`config.mk`:
```
export PLATFORM = sky130hd
export DESIGN_NAME = iz_param_serializer
export DESIGN_NICKNAME = d
export VERILOG_FILES = /design/src/rtl/iz_pkg.sv /design/src/rtl/iz_piso32.sv /design/src/rtl/iz_param_serializer.sv
export SDC_FILE = /design/constraint.sdc
export NUM_CORES = 1
export LEC_CHECK = 0
export CORE_MARGIN = 5
export CORE_UTILIZATION = 25
export CTS_CLUSTER_DIAMETER = 40
export DETAILED_ROUTE_END_ITERATION = 8
export GPL_TIMING_DRIVEN = 1
export PLACE_DENSITY_LB_ADDON = 0.15
export SKIP_CTS_REPAIR_TIMING = 1
export SLEW_MARGIN = 20
export SYNTH_ARGS = -nofsm -noshare
export SYNTH_HDL_FRONTEND = slang
export SYNTH_HIERARCHICAL = 1
export SYNTH_SLANG_ARGS = --single-unit
```
`constraint.sdc`:
```
create_clock -name clk -period 2.9 [get_ports clk]
set_input_delay 0.29 -clock clk [delete_from_list [all_inputs] [get_ports clk]]
set_output_delay 0.29 -clock clk [all_outputs]
set_load 0.005 [all_outputs]
```
`src/rtl/iz_pkg.sv`:
```
// rtl/iz_pkg.sv - shared types and constants for the IZ parameter serial link
`timescale 1ns/1ps
package iz_pkg;

    typedef enum logic [1:0] {
        S_IDLE     = 2'd0,
        S_PREAMBLE = 2'd1,
        S_SHIFT    = 2'd2,
        S_GAP      = 2'd3
    } ser_state_e;

    localparam int CODE_W     = 8;
    localparam int FRAME_BITS = 32;

    // Regular-spiking codes, also consumed by the loader's bench
    localparam logic [CODE_W-1:0] RS_CODE_A = 8'h00;
    localparam logic [CODE_W-1:0] RS_CODE_B = 8'hA0;
    localparam logic [CODE_W-1:0] RS_CODE_C = 8'h64;
    localparam logic [CODE_W-1:0] RS_CODE_D = 8'h20;

endpackage

```
`src/rtl/iz_piso32.sv`:
```
// rtl/iz_piso32.sv - 32-bit parallel-load, MSB-first shift register
`timescale 1ns/1ps
module iz_piso32
    import iz_pkg::*;
(
    input  logic                  clk,
    input  logic                  reset,
    input  logic                  en_i,
    input  logic                  load_i,
    input  logic                  shift_i,
    input  logic [FRAME_BITS-1:0] data_i,
    output logic                  msb_o
);

    logic [FRAME_BITS-1:0] shreg_q;

    always_ff @(posedge clk) begin
        if (reset) begin
            shreg_q <= '0;
        end else if (en_i) begin
            if (load_i) begin
                shreg_q <= data_i;
            end else if (shift_i) begin
                shreg_q <= {shreg_q[FRAME_BITS-2:0], 1'b0};
            end
        end
    end

    assign msb_o = shreg_q[FRAME_BITS-1];

endmodule

```
`src/rtl/iz_param_serializer.sv`:
```
// rtl/iz_param_serializer.sv - framed serial transmitter of a,b,c,d IZ parameter codes
// Optional IZ_SER_DEFAULT_EN adds use_default to send the regular-spiking code set.
`timescale 1ns/1ps
module iz_param_serializer #(
    parameter int CODE_W  = 8,
    parameter int N_CODES = 4
) (
    input  logic              clk,
    input  logic              reset,
    input  logic              enable,
    input  logic              start,
    input  logic [CODE_W-1:0] code_a,
    input  logic [CODE_W-1:0] code_b,
    input  logic [CODE_W-1:0] code_c,
    input  logic [CODE_W-1:0] code_d,
`ifdef IZ_SER_DEFAULT_EN
    input  logic              use_default,
`endif
    output logic              serial_data_out,
    output logic              load_enable_out,
    output logic              busy,
    output logic              done
);

    import iz_pkg::*;

    localparam int FRAME_W = N_CODES * CODE_W;
    localparam int CNT_W   = $clog2(FRAME_BITS);

    ser_state_e         state_q, state_d;
    logic [CNT_W-1:0]   cnt_q, cnt_d;
    logic               load, shift, frame_msb;
    logic [FRAME_W-1:0] frame_load;
    logic               sd_q, sd_d, le_q, le_d, busy_q, busy_d, done_q, done_d;

`ifdef IZ_SER_DEFAULT_EN
    assign frame_load = use_default ? {RS_CODE_A, RS_CODE_B, RS_CODE_C, RS_CODE_D}
                                    : {code_a, code_b, code_c, code_d};
`else
    assign frame_load = {code_a, code_b, code_c, code_d};
`endif

    iz_piso32 u_piso (
        .clk     (clk),
        .reset   (reset),
        .en_i    (enable),
        .load_i  (load),
        .shift_i (shift),
        .data_i  (frame_load),
        .msb_o   (frame_msb)
    );

    always_ff @(posedge clk) begin
        if (reset) begin
            state_q <= S_IDLE;
            cnt_q   <= '0;
        end else if (enable) begin
            state_q <= state_d;
            cnt_q   <= cnt_d;
        end
    end

    always_comb begin
        state_d = state_q;
        cnt_d   = cnt_q;
        load    = 1'b0;
        shift   = 1'b0;
        case (state_q)
            S_IDLE: begin
                if (start) begin
                    load    = 1'b1;
                    state_d = S_PREAMBLE;
                end
            end
            S_PREAMBLE: begin
                cnt_d   = '0;
                state_d = S_SHIFT;
            end
            S_SHIFT: begin
                shift = 1'b1;
                cnt_d = cnt_q + 1'b1;
                if (cnt_q == CNT_W'(FRAME_BITS - 1)) begin
                    state_d = S_GAP;
                end
            end
            S_GAP: begin
                state_d = S_IDLE;
            end
            default: begin
                state_d = S_IDLE;
            end
        endcase
    end

    // Outputs are registered from the current state, so they trail it by one edge
    always_comb begin
        sd_d   = 1'b0;
        le_d   = 1'b0;
        busy_d = (state_q != S_IDLE);
        done_d = 1'b0;
        case (state_q)
            S_PREAMBLE: le_d = 1'b1;
            S_SHIFT: begin
                le_d = 1'b1;
                sd_d = frame_msb;
            end
            S_GAP:   done_d = 1'b1;
            default: ;
        endcase
    end

    always_ff @(posedge clk) begin
        if (reset) begin
            sd_q   <= 1'b0;
            le_q   <= 1'b0;
            busy_q <= 1'b0;
            done_q <= 1'b0;
        end else if (enable) begin
            sd_q   <= sd_d;
            le_q   <= le_d;
            busy_q <= busy_d;
            done_q <= done_d;
        end
    end

    assign serial_data_out = sd_q;
    assign load_enable_out = le_q;
    assign busy            = busy_q;
    assign done            = done_q;

endmodule

```
==> qor.yml <==
outcome: "complete, no violations"
gr-max-usage-layer: "met2"
cts_buffer_depth: 2
seq_area_frac_synth_pct: 35.7
met1_usage_pct: 12.7
cts_root_buf: "clkbuf_8"
die_area_um2: 11700
wl_per_cell_um: 14.9
core_um2: 9330
cts_inserted_buffers: 5
grt-ovfl-total: 0
fin_skew_ns: 0.00864
synth-main-ff-cell: "dfxtp_1"
rows: 35
setup_violations: 0
drc: 0
synth_area_um2: 2410
start_util_pct: 25.8
dieHeight_um: 108
synth_enable_flop_cells: 0
cp-start-kind: "flip-flop"
tritoncts: "done"
p_per_area_nw_per_um2: 485
place_hpwl_um: 3520
slew_viol_final: 0
first_global_vias: 1808
cp.buffers_inverters: 2
met2_usage_pct: 15.9
cp-end-kind: "flip-flop"
grt_max_degree: 45
min_from: "cnt_q[4]"
dpl_cell_area_um2: 2820
antenna-diode-count: 0
instances_no_fill: 369
drt_iter0_drc: 41
crit_fanout: 24
fin_nets: 281
place.gp.congestion: 0.684
worst_path_largest_cell_delay_ns: 0.46
multi_input_area_um2: 1360
hold_viol_final: 0
min_path_type: "reg -> reg"
finalInstanceArea_um2: 2940
yosysMostFrequentCell: "dfxtp_1"
worstPathArrival_ns: 2.20
async_flop_share_pct: 0
use_met3_pct: 2.51
worstPathCellList: "inv_1 > ha_1 > and2_2 > buf_4 > mux2i_1 > o32ai_2"
yosys-top-cells-count: "dfxtp_1 (43), nand2b_1 (35), mux2i_1 (33), o32ai_2 (30), buf_6 (7)"
ir_drop_uv: 199
synth_top_cell_area_share_pct: 35.7
clkTransAtPathRegs_ns: 0.09
post-route-min-period_ns: 2.05
placed_cells: 361
rsz0062_at_grt: "no"
worst_hold_slack_ns: 0.463
cp_data_required_time_ns: 3.05
cts.sinks: 43
rrSetupSlack_ns: 0.85
syn_inst: 207
cap_violations: 0
cp_top_family: "buffers and inverters"
num_vias: 1662
avgSynthCellArea_um2: 11.6
cts_max_level: 2
syn2layout_area_growth_pct: 22.1
drive_above_1_share_pct: 19.2
worstHoldPathCells: 2
ios: 40
num-fill-cells: 956
clock.fmax_mhz: 487
firstDrtPassIters: 4
ys_seq_elements: 43
regArea_um2: 861
synth_top_cell_by_area: "dfxtp_1"
slew_headroom_pct: 59.9
yosys_warnings: 6
cpMaxStageDelayCell: "buf_4"
ant_nets: 0
rr_startpoint: "state_q[0]"
synthTopCellsByArea: "dfxtp_1 (36%), o32ai_2 (20%), mux2i_1 (14%)"
ys_types: 29
rr_worst_depth: 6
power_mw: 1.43
critPathKind: "reg -> reg"
antenna_found_initial: 0
track_usage_pct: 9.74
timing.rr.end: "u_piso/shreg_q[8]"
tns_ns: 0
clkLatencyLatePin_ns: 0.29
fp.dieW_um: 108
wl_um: 5480
worst-slew-pin-transition_ns: 0.601
leakagePower_nw: 0.975
grt_first_pass_wirelength_um: 9060
vias_per_cell: 4.50
hold_path_end: "cnt_q[4]"
syn_nets: 249
fin_crit_sh_pct: 70.8
port-buffer-count: 39
layout by cell type (no fill, tap or decap), types with 3 or more instances in the layout:
cell	instances
a21oi_1	5
and3_1	3
buf_4	3
clkbuf_8	6
clkdlybuf4s50_1	39
dfxtp_1	43
ha_1	6
inv_1	3
mux2i_1	33
nand2_1	5
nand2b_1	35
nand3_1	3
nand4_1	3
nor2_1	4
o32ai_2	30
per-stage QoR:
step | setup WS [ns] | util [%]
CTS | 0.826 | 31.5
global route | 0.676 | 31.5
global placement | 0.471 | 30.1
floorplan | 1.42 | -
detailed placement | 0.697 | 30.3
finish | 0.846 | 31.5
flip-flops by register name, indices dropped and copies added (netlist names):
name,cells
busy,1
cnt_q,5
done,1
load_enable_out,1
serial_data_out,1
state_q,2
u_piso/shreg_q,32
cells by family after synthesis:
| group | synth area share, % |
|---|---|
| simple gates | 15.2 |
| compound gates | 24.3 |
| flops | 35.7 |
| mux | 13.7 |
| buf+inv | 7.95 |
| fa+ha+maj | 3.12 |
worst max path at each step:
stage	from	endpoint	slack [ns]	cells past startpoint
3_5_place_dp	start	u_piso/shreg_q[8]	0.70	5
2_1_floorplan	state_q[0]	cnt_q[3]	1.42	5
6_report	state_q[0]	u_piso/shreg_q[8]	0.85	6
5_1_grt	state_q[1]	u_piso/shreg_q[12]	0.68	6
3_3_place_gp	start	u_piso/shreg_q[15]	0.47	4
4_1_cts	state_q[1]	u_piso/shreg_q[8]	0.83	6
worst reg2reg max path: cells and delay by family (launching register included):
kind,cells,cell delay (ns)
AO/OA/AOI/OAI,1,0.10
adder cells (fa/ha/maj),1,0.20
buffers and inverters,2,0.56
flip-flops,1,0.33
multiplexers,1,0.31
AND/OR/NAND/NOR,1,0.40
layer usage:
| metal | vias to the layer above | share of wire, % |
|---|---|---|
| met5 | - | 0 |
| met1 | 795 | 48 |
| met3 | 5 | 4.1 |
| met4 | 0 | 1.3 |
| met2 | 28 | 46 |
| li1 | 834 | - |
report_power, final:
group | switching, mW | internal (mW)
logic | 0.165 | 0.145
clock network | 0.208 | 0.279
registers | 0.0131 | 0.615
cell type report:
cell class	instances	share of cell area (%)
well taps	129	5.49
inverters	3	0.383
repair buffers	43	14.7
clock inverters	2	1.19
clock buffers	6	2.81
flip-flops and latches	43	29.3
multi-input cells	143	46.2
Power figures use the tool's default switching activity.
